**src/rtl/sl3p_axis_traffic_gen.sv**
```systemverilog
// LFSR-driven AXI-stream traffic source for the SerialLite III TX user port.
// Random / fixed-pattern / burst / idle modes with frame limiting and saturating counters.
module sl3p_axis_traffic_gen #(
  parameter int unsigned LANES = 2,
  parameter logic [31:0] SEED  = 32'h1234_5678,
  parameter int unsigned CNT_W = 32
) (
  input  logic                  tx_clk,
  input  logic                  tx_arst_n,
  input  logic                  enable,
  input  logic [1:0]            mode,
  input  logic [7:0]            burst_len,
  input  logic [CNT_W-1:0]      frame_limit,
  input  logic                  tx_tready,
  output logic                  tx_tvalid,
  output logic [LANES*64-1:0]   tx_tdata,
  output logic [LANES*8-1:0]    tx_tkeep,
  output logic                  tx_tlast,
  output logic [5:0]            tx_vcid,
  output logic [1:0]            tx_flit_type,
  output logic                  busy,
  output logic                  done,
  output logic [CNT_W-1:0]      word_cnt,
  output logic [CNT_W-1:0]      frame_cnt
);

  localparam int unsigned DW   = LANES * 64;
  localparam int unsigned KW   = LANES * 8;
  localparam logic [31:0] Poly = 32'h8020_0003;

  // Lane words with the first character in byte 0.
  localparam logic [63:0] WordData    = 64'h2020_2020_6174_6164; // "data    "
  localparam logic [63:0] WordFinal   = 64'h6477_206c_616e_6966; // "final wd"
  localparam logic [63:0] WordCharlie = 64'h2065_696c_7261_6863; // "charlie "
  localparam logic [63:0] WordDelta   = 64'h2020_2061_746c_6564; // "delta   "

  typedef enum logic [1:0] {StIdle, StRun, StDone} state_e;
  typedef enum logic [2:0] {BtNone, BtData, BtFinal, BtEmpty, BtPattern} beat_e;

  state_e           state_q, state_d;
  logic [31:0]      lfsr_q, lfsr_d, lfsr_nxt;
  logic [4:0]       ser_q, ser_d, ser_nxt;
  logic [5:0]       vcid_q, vcid_d;
  logic [1:0]       ft_q, ft_d;
  logic [1:0]       fmode_q, fmode_d;
  logic [7:0]       fbl_q, fbl_d;
  logic [7:0]       idx_q, idx_d;
  logic             tvalid_q, tvalid_d;
  logic [DW-1:0]    tdata_q, tdata_d;
  logic [KW-1:0]    tkeep_q, tkeep_d;
  logic             tlast_q, tlast_d;
  logic             is_data_q, is_data_d;
  logic             busy_q, busy_d;
  logic             done_q, done_d;
  logic [CNT_W-1:0] wcnt_q, wcnt_d;
  logic [CNT_W-1:0] fcnt_q, fcnt_d;

  logic             accept;
  logic             limit_hit;
  logic             new_frame;
  logic             decide;
  logic [1:0]       dec_mode;
  logic [7:0]       dec_bl;
  logic [7:0]       dec_idx;
  logic [CNT_W-1:0] fcnt_inc;
  logic [1:0]       rb;
  beat_e            beat_sel;

  function automatic logic [31:0] lfsr_step(input logic [31:0] s);
    return s[0] ? ({1'b0, s[31:1]} ^ Poly) : {1'b0, s[31:1]};
  endfunction

  function automatic logic [CNT_W-1:0] sat_inc(input logic [CNT_W-1:0] v);
    return (&v) ? v : v + CNT_W'(1);
  endfunction

  assign lfsr_nxt = lfsr_step(lfsr_q);
  assign rb       = lfsr_nxt[1:0];

  // Decide whether a new beat is chosen this cycle and which frame context it uses.
  always_comb begin
    accept    = tvalid_q & tx_tready;
    fcnt_inc  = sat_inc(fcnt_q);
    limit_hit = (frame_limit != '0) && (fcnt_inc == frame_limit);
    new_frame = 1'b0;
    decide    = 1'b0;
    dec_mode  = fmode_q;
    dec_bl    = fbl_q;
    dec_idx   = idx_q;
    unique case (state_q)
      StIdle: begin
        if (enable && (mode != 2'd3)) new_frame = 1'b1;
      end
      StRun: begin
        if (accept) begin
          if (!tlast_q) begin
            decide  = 1'b1;
            dec_idx = idx_q + 8'd1;
          end else if (!limit_hit && enable && (mode != 2'd3)) begin
            new_frame = 1'b1;
          end
        end else if (!tvalid_q) begin
          // Mode-0 bubble: re-decide within the same frame.
          decide = 1'b1;
        end
      end
      default: ;
    endcase
    if (new_frame) begin
      decide   = 1'b1;
      dec_mode = mode;
      dec_bl   = burst_len;
      dec_idx  = '0;
    end
  end

  always_comb begin
    beat_sel = BtNone;
    unique case (dec_mode)
      2'd0: begin
        unique case (rb)
          2'b00: beat_sel = BtNone;
          2'b01: beat_sel = BtData;
          2'b10: beat_sel = BtFinal;
          2'b11: beat_sel = BtEmpty;
        endcase
      end
      2'd1:    beat_sel = (dec_idx == 8'd0) ? BtPattern : BtEmpty;
      2'd2:    beat_sel = (dec_idx < dec_bl) ? BtData : BtFinal;
      default: beat_sel = BtNone;
    endcase
  end

  always_comb begin
    state_d   = state_q;
    lfsr_d    = lfsr_q;
    vcid_d    = vcid_q;
    ft_d      = ft_q;
    fmode_d   = fmode_q;
    fbl_d     = fbl_q;
    idx_d     = idx_q;
    tvalid_d  = tvalid_q;
    tdata_d   = tdata_q;
    tkeep_d   = tkeep_q;
    tlast_d   = tlast_q;
    is_data_d = is_data_q;
    wcnt_d    = wcnt_q;
    fcnt_d    = fcnt_q;

    ser_nxt = ser_q;
    if (accept && is_data_q) ser_nxt = (ser_q == 5'd25) ? 5'd0 : ser_q + 5'd1;
    ser_d = ser_nxt;

    unique case (state_q)
      StIdle: begin
        if (new_frame) begin
          state_d = StRun;
          wcnt_d  = '0;
          fcnt_d  = '0;
        end
      end
      StRun: begin
        if (accept) begin
          wcnt_d = sat_inc(wcnt_q);
          if (tlast_q) begin
            fcnt_d = fcnt_inc;
            vcid_d = vcid_q + 6'd1;
            ft_d   = ft_q + 2'd1;
            if (limit_hit)       state_d = StDone;
            else if (!new_frame) state_d = StIdle;
          end
        end
      end
      StDone: begin
        if (!enable) state_d = StIdle;
      end
      default: state_d = StIdle;
    endcase

    if (decide) begin
      lfsr_d    = lfsr_nxt;
      fmode_d   = dec_mode;
      fbl_d     = dec_bl;
      idx_d     = dec_idx;
      tvalid_d  = 1'b1;
      tdata_d   = '0;
      tkeep_d   = '0;
      tlast_d   = 1'b0;
      is_data_d = 1'b0;
      unique case (beat_sel)
        BtData: begin
          for (int unsigned l = 0; l < LANES; l++) tdata_d[l*64 +: 64] = WordData;
          tdata_d[7:0] = 8'h41 + {3'b000, ser_nxt};
          tkeep_d      = '1;
          is_data_d    = 1'b1;
        end
        BtFinal: begin
          tdata_d[63:0] = WordFinal;
          tkeep_d[7:0]  = 8'hff;
          tlast_d       = 1'b1;
        end
        BtEmpty: tlast_d = 1'b1;
        BtPattern: begin
          for (int unsigned l = 0; l < LANES; l++) begin
            tdata_d[l*64 +: 64] = (l == 0) ? WordCharlie : WordDelta;
          end
          tkeep_d = '1;
        end
        default: tvalid_d = 1'b0;
      endcase
    end else if (accept) begin
      // Final beat accepted and RUN is being left.
      tvalid_d  = 1'b0;
      tdata_d   = '0;
      tkeep_d   = '0;
      tlast_d   = 1'b0;
      is_data_d = 1'b0;
    end

    busy_d = (state_d == StRun);
    done_d = (state_d == StDone);
  end

  always_ff @(posedge tx_clk or negedge tx_arst_n) begin
    if (!tx_arst_n) begin
      state_q   <= StIdle;
      lfsr_q    <= SEED;
      ser_q     <= '0;
      vcid_q    <= '0;
      ft_q      <= '0;
      fmode_q   <= '0;
      fbl_q     <= '0;
      idx_q     <= '0;
      tvalid_q  <= 1'b0;
      tdata_q   <= '0;
      tkeep_q   <= '0;
      tlast_q   <= 1'b0;
      is_data_q <= 1'b0;
      busy_q    <= 1'b0;
      done_q    <= 1'b0;
      wcnt_q    <= '0;
      fcnt_q    <= '0;
    end else begin
      state_q   <= state_d;
      lfsr_q    <= lfsr_d;
      ser_q     <= ser_d;
      vcid_q    <= vcid_d;
      ft_q      <= ft_d;
      fmode_q   <= fmode_d;
      fbl_q     <= fbl_d;
      idx_q     <= idx_d;
      tvalid_q  <= tvalid_d;
      tdata_q   <= tdata_d;
      tkeep_q   <= tkeep_d;
      tlast_q   <= tlast_d;
      is_data_q <= is_data_d;
      busy_q    <= busy_d;
      done_q    <= done_d;
      wcnt_q    <= wcnt_d;
      fcnt_q    <= fcnt_d;
    end
  end

  assign tx_tvalid    = tvalid_q;
  assign tx_tdata     = tdata_q;
  assign tx_tkeep     = tkeep_q;
  assign tx_tlast     = tlast_q;
  assign tx_vcid      = vcid_q;
  assign tx_flit_type = ft_q;
  assign busy         = busy_q;
  assign done         = done_q;
  assign word_cnt     = wcnt_q;
  assign frame_cnt    = fcnt_q;

endmodule

```
**config.mk**
```make
export PLATFORM = sky130hd
export DESIGN_NAME = sl3p_axis_traffic_gen
export DESIGN_NICKNAME = d
export VERILOG_FILES = /design/src/rtl/sl3p_axis_traffic_gen.sv
export SDC_FILE = /design/constraint.sdc
export NUM_CORES = 1
export LEC_CHECK = 0
export CAP_MARGIN = 20
export CORE_MARGIN = 3
export CORE_UTILIZATION = 49
export DETAILED_ROUTE_END_ITERATION = 10
export GPL_ROUTABILITY_DRIVEN = 0
export PLACE_DENSITY_LB_ADDON = 0.2
export SLEW_MARGIN = 20
export SYNTH_ARGS = -nofsm -noshare
export SYNTH_HDL_FRONTEND = slang
export SYNTH_SLANG_ARGS = --single-unit
```
**constraint.sdc**
```tcl
create_clock -name tx_clk -period 6.45 [get_ports tx_clk]
set_input_delay 1.29 -clock tx_clk [delete_from_list [all_inputs] [get_ports tx_clk]]
set_output_delay 1.29 -clock tx_clk [all_outputs]
set_load 0.01 [all_outputs]
```
* Word level (Yosys, flattened, before mapping)
Index checks and enable logic that the tools add are counted.
W data, S select, Z words.
** Storage, ports and cells
- Bits in registers :: 278
- Output and inout bits :: 220
** Cells by class
- $add $sub $neg :: 7
- $lt $le $gt $ge :: 1
- Equality and inequality tests :: 20
- Muxes and demuxes :: 53
- Bitwise gates (word level) :: 2
- Reduce and logical (&&, ||, !) cells :: 22
** Operators by type and width (number)
- $mux W128 :: 2
- $mux W32 :: 7
- $pmux W63 S3 :: 1
- $pmux W32 S2 :: 2
- $pmux W62 S2 :: 1
- $add A32 B1 Y32 const B :: 2
- $reduce_and A32 Y1 :: 2
- $mux W8 :: 7
- $eq A32 B32 Y1 :: 1
- $mux W16 :: 2
- $reduce_bool A32 Y1 :: 1
- $mux W1 :: 16
- $mux W2 :: 8
- $pmux W3 S4 :: 1
- $eq A2 B2 Y1 const B :: 5
- $mux W5 :: 2
- $ne A2 B2 Y1 const B :: 5
- $pmux W3 S3 :: 1
- $add A7 B5 Y8 const A :: 1
- $add A8 B1 Y8 const B :: 1
- $eq A2 B1 Y1 const B :: 4
- $logic_not A8 Y1 :: 1
- $lt A8 B8 Y1 :: 1
- $reduce_and A4 Y1 :: 2
- other kinds (20) :: 29

* Logic depth before layout (Yosys ltp)
- Depth after elaboration :: 19
- Depth in mapped cells :: 24
- Gate-level depth less buffers :: 19

* Worst setup path before layout
OpenSTA, ideal clock, no wires.
- Path type :: register -> register
- Start :: reg fcnt_q[0] (netlist: frame_cnt[0])
- End :: reg tdata_q[1] (netlist: tx_tdata[1])
- Setup time :: 126 ps
- Arrival :: 5550 ps
- Required time :: 6324 ps
- Setup slack :: 774 ps
- Cell stages (with the launch flop) :: 22
- Buffers on the path :: 4
- Clock period less this slack :: 5676 ps
- Cell sequence :: dfrtp_1 > ha_1 > and4_1 > buf_2 > and2_1 > buf_6 > a41o_4 > or3_1 > a22o_1 > a2111o_1 > or4_4 > o22ai_4 > buf_4 > buf_2 > mux2_2 > inv_1 > ha_1 > a211o_1 > a221oi_1 > a21oi_1 > o31a_1 > a221o_1
** On the way
- Cells in the longest elaborated chain, start to end :: 18
** RTL lines
- start: declaration :: RTL line 56 : logic [CNT_W-1:0] fcnt_q, fcnt_d;
- start signal: assignment :: RTL line 260 : fcnt_q <= fcnt_d;
- $add A32 B1 Y32 / $reduce_and A32 Y1 (equally long branches) :: RTL line 74 : return (&v) ? v : v + CNT_W'(1);
- $mux W32 * :: RTL line 74
- $eq A32 B32 Y1 * :: RTL line 84 : limit_hit = (frame_limit != '0) && (fcnt_inc == frame_limit);
- $logic_and A1 B1 Y1 * :: RTL line 84
- $logic_not A1 Y1 * :: RTL line 99 : end else if (!limit_hit && enable && (mode != 2'd3)) begin
- $logic_and A1 B1 Y1 * (2 in series) :: RTL line 99
- $mux W1 * :: RTL line 99
- $mux W1 * :: RTL line 96 : if (!tlast_q) begin
- $mux W1 * :: RTL line 95 : if (accept) begin
- $pmux W1 S2 * :: RTL line 90 : unique case (state_q)
- $mux W8 :: RTL line 109 : if (new_frame) begin
- $lt A8 B8 Y1 / $logic_not A8 Y1 (equally long branches) :: RTL line 129, 128
- $mux W2 / $mux W3 (equally long branches) :: RTL line 129, 128
- $pmux W3 S3 :: RTL line 119 : unique case (dec_mode)
- $eq A3 B3 Y1, or another cell as far along :: RTL line 190 : unique case (beat_sel)
- $pmux W63 S3 :: RTL line 190
- $mux W128 :: RTL line 180 : if (decide) begin
- end signal: assignment :: RTL line 253 : tdata_q <= tdata_d;
- end: declaration :: RTL line 49 : logic [DW-1:0] tdata_q, tdata_d;
Every way passes the cells marked *; elsewhere a longest branch is shown, timed or not.
A chain may end at the register's enable or synchronous reset.

* Final worst setup path
- Start :: reg fcnt_q[0] (netlist: frame_cnt[0])
- End :: reg tdata_q[5] (netlist: tx_tdata[5])
The elaborated chain is that of the path after synthesis.

==> impl_metrics.tcl <==
set metrics [dict create \
    max_freq_mhz 164.5 \
    placed_cell_area_sq_um 11240 \
    tightest_slew_ns 0.8170 \
    cpPeakStageDelay_ns 0.51 \
    finalCriticalPeriod_ns 6.079 \
    path_cells "ha_1, and4_1, and2_1, a41o_4, or3_1, a22o_1, a2111o_1, or4_4, o22ai_4, buf_4, mux2_2, inv_1, ha_1, a21o_1, a221oi_1, a21oi_1, o31a_1, a221o_1" \
    vias_per_cell 5.539 \
    synth_edf_count 0 \
    setup_viol 0 \
    row_count 50 \
    ys_types 75 \
    seq_area_sq_um 3720 \
    cpMostUsedCell "ha_1" \
    worstSetupPathType "flop to flop" \
    die_h_microns 146.8 \
    holdBufCountCts 0 \
    cp.arrival_ns 6.38 \
    setup_tns_ns 0 \
    clkTransAtPathRegs_ns 0.06 \
    die_w_microns 146.8 \
    worst_setup_path_end_kind "flop" \
    cts_resized 0 \
    slew_headroom_pct 45.53 \
    layout.nets 1251 \
    drt.antenna.violating_nets 0 \
    firstDrtPassIters 5 \
    syn_area_per_cell_sq_um 9.112 \
    fillCellCount 1582 \
    synth_ff_type "dfrtp_1" \
    leakage_nw 4.947 \
    clock_skew_ns 0.01099 \
    crit_fanout 17 \
    slew_viol_final 0 \
    grt-ovfl-total 0 \
    rrSetupSlack_ns 0.37 \
    finalHoldWorstSlack_ns 0.4689 \
    ir_worst_vdd_mv 0.2438 \
    setup_ws_ns 0.3709 \
    ios 266 \
    port_buffers 200 \
    hold_viol_final 0 \
    ys_warn_count 0 \
    antenna_found_initial 0 \
    powerDensity_nw_per_um2 344.4 \
    period_share_pct 94.25 \
    grt_pass1_wl_mm 39.70 \
    clk_latency_ns 0.42 \
    drc_errors 0 \
    numClockSinks 148 \
    grt_pass1_vias 7459 \
    cpMaxStageDelayCell "or4_4" \
    wire_per_inst_microns 17.20 \
    crit_required_ns 6.75 \
    wl_mm 25.18 \
    ys_top_cells_by_area "dfrtp_1 35%, buf_4 10%, mux2_2 4.6%" \
    p_total_mw 4.081 \
    design_area_sq_um 11850 \
    cts_tree "built" \
    grt_setup_unrepaired "no" \
    grt_util_all_layers_pct 22.53 \
    cts_made_buffers 17 \
    multi_input_area_sq_um 4955 \
    synth-seq-cells 148 \
    vias 8109 \
    cts_setup_buffers 0 \
    grt_max_degree 92 \
    synthesis.instances 1066 \
    maxCapViolCount 0 \
    syn_area_sq_um 9713 \
    ys_seq_area_share_pct 38.30 \
    startpoint_type "flop" \
    cts_root_buffer "clkbuf_16" \
    cts_buffer_depth 2 \
    first_iter_violations 593 \
    h-tree-depth 4 \
    drive_above_1_share_pct 10.38 \
    hold_path.class "flop to flop" \
    dp_hpwl_mm 18.42 \
    die_area_sq_um 21550 \
    synth-async-reset-ratio_pct 100.0 \
    synth_largest_area_cell "dfrtp_1" \
    preCtsSetupSlack_ns 0.05971 \
    status "complete, no violations" \
    yosysTopAreaCellShare_pct 34.78 \
    coreArea_sq_um 19080 \
    area_growth_pct 22.00 \
    n_antenna_cell 0 \
    start_util_pct 50.90 \
]
## synth_stat cells (12+ instances only)
cell type and n:
nand2b_1 12, nor3_1 36, nand2_1 87, ha_1 14
clkbuf_1 26, xnor2_1 51, nand3_1 43, and3_1 16
buf_2 15, dfrtp_1 135, nor2_1 75, xor2_1 39
inv_1 22, nor4_1 16, or3_1 14, dfstp_2 13
nand4_1 30, mux2_2 40, o21ai_0 59, buf_4 134
a21oi_1 30
## state kept, by name (all words and copies together), names as in the netlist
| name | count |
|---|---|
| state_q | 2 |
| frame_cnt | 32 |
| word_cnt | 32 |
| fbl_q | 8 |
| idx_q | 8 |
| tx_flit_type | 2 |
| tx_tlast | 1 |
| tx_tvalid | 1 |
| fmode_q | 2 |
| lfsr_q | 32 |
| done | 1 |
| tx_tkeep | 2 |
| tx_vcid | 6 |
| busy | 1 |
| ser_q | 5 |
| tx_tdata | 13 |
## layout by cell type, fill, tap and decap left out, types with 12 or more instances in the layout
cell               n
buf_4             21
dfstp_2           13
clkbuf_16         17
nor3_1            35
o21ai_0           59
nand3_1           43
and3_1            16
xnor2_1           51
nand2_1           87
dfrtp_1          135
ha_1              14
nand2b_1          12
a21oi_1           30
nand4_1           30
nor2_1            74
xor2_1            39
mux2_2            40
clkdlybuf4s50_1  199
inv_1             22
or3_1             14
conb_1            65
nor4_1            16
## report_power, final
part	internal (mW)	switching [mW]
combinational	0.869	0.781
clock	0.614	0.409
sequential	1.18	0.225
total	2.67	1.42
## stage by stage
step,instances,util [%]
after detailed placement,1432,58.93
after global routing,1464,62.10
after CTS,1464,62.09
after global placement,1432,58.93
final,1464,62.10
after floorplan,1130,-
## worst max-delay path, delay by kind of cell (launching register included)
kind                     cells  cell delay, ns
adder cells (fa/ha/maj)      2            0.58
flip-flops                   1            0.45
AO/OA/AOI/OAI                9            2.73
multiplexers                 1            0.37
buffers and inverters        2            0.35
AND/OR/NAND/NOR              4            1.46
## metal layers
| layer | GRT usage [%] | vias up | share of wire (%) |
|---|---|---|---|
| li1 | - | 3842 | - |
| met1 | 31.32 | 3877 | 45 |
| met2 | 34.85 | 346 | 46 |
| met3 | 5.706 | 44 | 7.8 |
| met4 | 6.820 | 0 | 1.9 |
| met5 | 0 | - | 0 |
## area by class of cell
| type | count | share of cell area, % |
|---|---|---|
| Timing Repair Buffer | 221 | 18.23 |
| Sequential cell | 148 | 31.39 |
| Tap cell | 260 | 2.745 |
| Multi-Input combinational cell | 780 | 41.81 |
| Clock inverter | 14 | 1.468 |
| Inverter | 23 | 0.7285 |
| Clock buffer | 18 | 3.622 |
## final timing paths
check                             start       endpoint  cells after the start
max                        frame_cnt[0]    tx_tdata[5]                     18
min                          tx_vcid[5]     tx_vcid[5]                      1
max reg2reg                frame_cnt[0]    tx_tdata[5]                     18
min reg2reg                  tx_vcid[5]     tx_vcid[5]                      1
max in group asynchronous     tx_arst_n       idx_q[4]                      2
min in group asynchronous     tx_arst_n  frame_cnt[10]                      1
## logic make-up (layout without fill, tap and decap cells)
family	Yosys count	after routing	share of synthesized area, %
AOI/OAI and AO/OA	186	186	13.02
xor gates and xnor gates	90	90	8.115
adders and majority gates	14	14	1.803
buffers and inverters	202	276	13.35
DFF	148	148	38.30
muxes	48	48	5.475
other	1	65	0.03861
and+or+nand+nor	377	377	19.90
No activity file was read; power rests on OpenSTA's default activity.
